**src/rtl/clk_div_pkg.sv**
```systemverilog
// Shared definitions for the programmable clock divider: FSM encoding and ratio limits.
package clk_div_pkg;

    typedef enum logic [1:0] {
        IDLE = 2'd0,
        RUN  = 2'd1,
        PEND = 2'd2
    } state_t;

    localparam int unsigned MIN_DIV = 2;

endpackage

```
**src/rtl/phase_cnt4.sv**
```systemverilog
// Two-bit wrapping counter of divided periods; advances once per asserted inc.
module phase_cnt4 (
    input  logic       clk,
    input  logic       rst,
    input  logic       inc,
    output logic [1:0] cnt
);

    always_ff @(posedge clk or posedge rst) begin
        if (rst) begin
            cnt <= 2'd0;
        end else if (inc) begin
            cnt <= cnt + 2'd1;
        end
    end

endmodule

```
**src/rtl/clk_div_prog.sv**
```systemverilog
// Programmable integer clock divider producing a registered divided waveform, a period tick
// and a period counter, with a ready/valid port for changing the ratio on period boundaries.
module clk_div_prog #(
    parameter int CNT_W   = 8,
    parameter int DEF_DIV = 4
) (
    input  logic             clk,
    input  logic             rst,
    input  logic             en,
    input  logic             cfg_valid,
    input  logic [CNT_W-1:0] cfg_div,
    output logic             cfg_ready,
    output logic             cfg_err,
    output logic             clk_out,
    output logic             tick,
    output logic [1:0]       po_cnt
);
    import clk_div_pkg::*;

    localparam logic [CNT_W-1:0] ONE     = CNT_W'(1);
    localparam logic [CNT_W-1:0] MIN_R   = CNT_W'(MIN_DIV);
    localparam logic [CNT_W-1:0] DEF_R   = CNT_W'(DEF_DIV);

    state_t           st, st_nxt;
    logic [CNT_W-1:0] cnt, cnt_nxt;
    logic [CNT_W-1:0] div_act, div_act_nxt;
    logic [CNT_W-1:0] div_pend, div_pend_nxt;
    logic             xfer, legal, wrap, active_nxt;

    assign cfg_ready = (st != PEND);
    assign xfer      = cfg_valid && cfg_ready;
    assign legal     = xfer && (cfg_div >= MIN_R);
    assign wrap      = (cnt == div_act - ONE);

    always_comb begin
        st_nxt       = st;
        cnt_nxt      = cnt;
        div_act_nxt  = div_act;
        div_pend_nxt = div_pend;
        case (st)
            IDLE: begin
                cnt_nxt = '0;
                if (legal) div_act_nxt = cfg_div;
                if (en)    st_nxt      = RUN;
            end
            RUN: begin
                if (!en) begin
                    // A ratio offered on the falling edge of en takes effect on the next run.
                    st_nxt  = IDLE;
                    cnt_nxt = '0;
                    if (legal) div_act_nxt = cfg_div;
                end else begin
                    cnt_nxt = wrap ? '0 : cnt + ONE;
                    if (legal) begin
                        div_pend_nxt = cfg_div;
                        st_nxt       = PEND;
                    end
                end
            end
            PEND: begin
                if (!en) begin
                    st_nxt      = IDLE;
                    cnt_nxt     = '0;
                    div_act_nxt = div_pend;
                end else if (wrap) begin
                    st_nxt      = RUN;
                    cnt_nxt     = '0;
                    div_act_nxt = div_pend;
                end else begin
                    cnt_nxt = cnt + ONE;
                end
            end
            default: begin
                st_nxt  = IDLE;
                cnt_nxt = '0;
            end
        endcase
    end

    assign active_nxt = (st_nxt != IDLE);

    // Outputs are registered from next-state values so they describe the state they enter with.
    always_ff @(posedge clk or posedge rst) begin
        if (rst) begin
            st       <= IDLE;
            cnt      <= '0;
            div_act  <= DEF_R;
            div_pend <= '0;
            clk_out  <= 1'b0;
            tick     <= 1'b0;
            cfg_err  <= 1'b0;
        end else begin
            st       <= st_nxt;
            cnt      <= cnt_nxt;
            div_act  <= div_act_nxt;
            div_pend <= div_pend_nxt;
            clk_out  <= active_nxt && (cnt_nxt < (div_act_nxt >> 1));
            tick     <= active_nxt && (cnt_nxt == '0);
            cfg_err  <= xfer && (cfg_div < MIN_R);
        end
    end

    phase_cnt4 u_phase_cnt4 (
        .clk (clk),
        .rst (rst),
        .inc (tick),
        .cnt (po_cnt)
    );

endmodule
```
**config.mk**
```make
export PLATFORM = sky130hd
export DESIGN_NAME = clk_div_prog
export DESIGN_NICKNAME = d
export VERILOG_FILES = /design/src/rtl/clk_div_pkg.sv /design/src/rtl/phase_cnt4.sv /design/src/rtl/clk_div_prog.sv
export SDC_FILE = /design/constraint.sdc
export NUM_CORES = 1
export LEC_CHECK = 0
export BUFFER_PORTS_ARGS = -buffer_cell sky130_fd_sc_hd__clkbuf_2
export CORE_ASPECT_RATIO = 0.6
export CORE_MARGIN = 2
export CORE_UTILIZATION = 40
export CTS_CLUSTER_SIZE = 30
export DETAILED_ROUTE_END_ITERATION = 16
export PLACE_DENSITY = 0.61
export SLEW_MARGIN = 20
export SYNTH_ARGS = -nofsm -noshare
export SYNTH_HDL_FRONTEND = slang
export SYNTH_HIERARCHICAL = 1
export SYNTH_SLANG_ARGS = --single-unit
```
**constraint.sdc**
```tcl
create_clock -name clk -period 10.32 [get_ports clk]
set_input_delay 1.032 -clock clk [delete_from_list [all_inputs] [get_ports clk]]
set_output_delay 1.032 -clock clk [all_outputs]
set_load 0.02 [all_outputs]
```
==> metrics.txt <==
r2r setup slk=between 6 and 7 ns; vias in the first global route=1550; worst reg2reg path depth=15; Synthesis Warnings=6; antenna violations before repair=0; max cap viols=0; Placed Cells incl. Taps=roughly 290; Slew @ Worst Pin=between 0.6 and 0.7 ns; Clock Tree Buf Depth=2; synthesized area=roughly 2000 um^2; hold buffers post-CTS=0; NetSw=between 0.2 and 0.3 mW; H-tree depth=2; port bufs=17; Fmax=around 0.26 GHz; Site Rows=20; grt ovf=0; Layout area overhead=11.7%; Max VDD drop=0.000122 V; Sw Share=a little over two fifths; via/cell ratio=between 5 and 6; syn_nets=approximately 230; IO Pins=18; CP startpoint kind=flop; Min-Delay Endpoint=u_phase_cnt4/cnt[1]$_DFFE_PP0P_; drt first pass iters=4; cells along the critical path=inv_1 > ha_1 > nor4b_1 > xnor2_1 > nor4_2 > o2111ai_2 > and2_4 > nor3_4 > a221oi_1 > ha_1 > a21o_1 > a21oi_1 > inv_1 > nand4bb_1 > a211oi_1; Hold WC Path Type=reg -> reg; Final Net Count=251; synthesized flop and latch total=31; effective utilization at floorplan=roughly 41%; Non-Filler Instances=293; worst flop-to-flop path endpoint=clk_out$_DFF_PP0_; Horiz. Die Dim=~96 um; ANT cells=0; CP top delay family=simple AND/OR/NAND/NOR gates; Comb power frac=between 50% and 60%; hold path startpoint=u_phase_cnt4/cnt[1]$_DFFE_PP0P_; worst-skew pair later-pin latency=between 0.2 and 0.3 ns; first-pass GRT wire length=a little over 8000 um; clock skew=~0.0063 ns; data required time of the worst path=10.51 ns; Post-Place Setup Slack=approximately 6.6 ns; total wire length=roughly 4800 um; Min-Delay Path Depth=1; setup bufs post-CTS=0; crit end category=flop; Cell variety after synth=50; CTS tree=built; period utilisation layout=between 30% and 40%; Crit Reg-Reg Startpoint=div_act[1]$_DFF_PP0_; CP peak stage delay=roughly 0.45 ns; Routed Antenna Nets=0; initial drt markers=95; clk root buf=clkbuf_8; RSZ-0062 raised after global routing=no; post-synthesis async set-or-reset flop share=between 90% and 100%; Seq pwr share=a little over a third; CTS resizes=0; Clock Sinks=31; Clock Pin Slew Worst Setup and Hold Paths=around 0.060 ns; CP Class=reg -> reg; status=completed; Vert. Die Dim=around 60 um; leakage power=around 1 nW; dpl hpwl=3900 um; Setup WS post-layout=6.54 ns; Final Critical Period=roughly 3.8 ns; Synth Flop Type=dfrtp_1; Placer Congestion=0.860; Mapped Avg Cell Area=9.83 um^2; Core Area=~5000 um^2; Total Die Area=5690 um^2; worst-path fanout max=10; Worst EP arrival=approximately 4.0 ns; Fin. Hold Viols=0; sequential fraction of the synthesis area=roughly two fifths; master of the slowest instance on the critical path=dfrtp_1; worst path buffer plus inverter count=2; vias=~1700; CTS Buf Count=5; number of flops mapped to enable cells by yosys=0; layout cells sized above 1=a little under a fifth; WL/cell=~17 um; GRT Total Usage=about a fifth; fin. max-slew vios=0; largest net degree at the start of global routing=16; internal power=between 0.3 and 0.4 mW; endpoints failing setup=0; Total Negative Setup Slacks=0 ns; pwr dens=between 200 and 300 nW/um^2; clock power share=roughly 15%; overall power=0.616 mW; Slew headroom=58.8%; Post-Syn Instances=207; # DRC=0
[state kept, by name, summed over array words and instances, names as in the netlist]
| register | flops |
|---|---|
| cnt | 8 |
| u_phase_cnt4/cnt | 2 |
| div_pend | 8 |
| cfg_err | 1 |
| tick | 1 |
| st | 2 |
| clk_out | 1 |
| div_act | 8 |
[cell usage after synthesis, types with 2 or more instances]
master	number	area share (%)
dfrtp_1	30	37
nor2_1	18	3.3
xnor2_1	14	6.0
ha_1	13	8.0
inv_1	12	2.2
a21oi_1	11	2.7
mux2_2	8	4.4
nor3_1	8	2.0
a221oi_1	7	3.0
nand2_1	7	1.3
nor2b_1	7	2.2
clkbuf_1	6	1.1
a221o_1	5	2.5
and3_1	5	1.5
nand3_1	5	1.2
xor2_1	4	1.7
a21o_1	3	1.1
nand2b_1	3	0.92
o211ai_1	3	1.1
o21ai_0	3	0.74
a211oi_1	2	0.74
a22oi_1	2	0.74
nor4_1	2	0.61
o211a_1	2	0.98
o21a_1	2	0.74
[stage by stage]
| step | hold WS (ns) | util, % | area, um^2 |
|---|---|---|---|
| 2_1_floorplan | 0.474 | - | 2030 |
| 3_5_place_dp | 0.469 | 43.9 | 2190 |
| 4_1_cts | 0.478 | 45.6 | 2270 |
| 6_report | 0.469 | 45.7 | 2270 |
| 5_1_grt | 0.497 | 45.7 | 2270 |
| 3_3_place_gp | 0.463 | 43.9 | 2190 |
[placed cells by master, fill, tap and decap left out, types with 3 or more instances in the layout]
master / instances
and3_1: 5
clkbuf_8: 5
dfrtp_1: 30
nor2b_1: 7
mux2_2: 8
nand2b_1: 3
a221o_1: 5
nand2_1: 7
xnor2_1: 14
nor3_1: 7
clkbuf_2: 17
ha_1: 13
o211ai_1: 3
o21ai_0: 3
a221oi_1: 7
a21o_1: 3
inv_1: 12
xor2_1: 4
nor2_1: 18
nand3_1: 5
a21oi_1: 11
[worst max path at each step]
stage,from,cells after the start,endpoint
finish,div_act[1]$_DFF_PP0_,15,clk_out$_DFF_PP0_
global route,div_act[1]$_DFF_PP0_,15,clk_out$_DFF_PP0_
CTS,div_act[1]$_DFF_PP0_,15,clk_out$_DFF_PP0_
detailed placement,div_act[1]$_DFF_PP0_,15,clk_out$_DFF_PP0_
global placement,div_act[0]$_DFFE_PP0P_,15,clk_out$_DFF_PP0_
floorplan,div_act[3]$_DFF_PP0_,13,clk_out$_DFF_PP0_
[layout make-up]
type / count / area [um^2]
fillers: 481 / 2710
clock buffers: 7 / 76.3
inverters: 12 / 45.0
multi-input cells: 158 / 1190
clock inverters: 1 / 5.00
repair buffers: 18 / 92.6
flip-flops and latches: 31 / 777
well taps: 66 / 82.6
[cells by family after synthesis]
family                   after synthesis  share of synthesized area, %
AO/OA/AOI/OAI                         53                          19.9
XOR/XNOR                              18                          7.75
adder cells (fa/ha/maj)               13                          8.00
buffers and inverters                 18                          3.32
flip-flops                            31                          38.2
multiplexers                           9                          4.92
AND/OR/NAND/NOR                       65                          17.9
[power groups by stage]
stage	sequential, mW	clock (mW)	combinational (mW)
after floorplan	0.211	0	0.233
after global placement	0.217	0	0.306
after detailed placement	0.218	0	0.307
after CTS	0.216	0.0934	0.309
after global routing	0.223	0.0984	0.351
final	0.216	0.0899	0.310
[metal layers]
layer / share of wire (%) / up-vias / GRT usage, %
li1: - / 808 / -
met1: 53 / 826 / 30.4
met2: 37 / 60 / 23.8
met3: 8.3 / 4 / 7.38
met4: 0.91 / 0 / 4.49
met5: 0 / - / 0
Power figures use the tool's default switching activity.
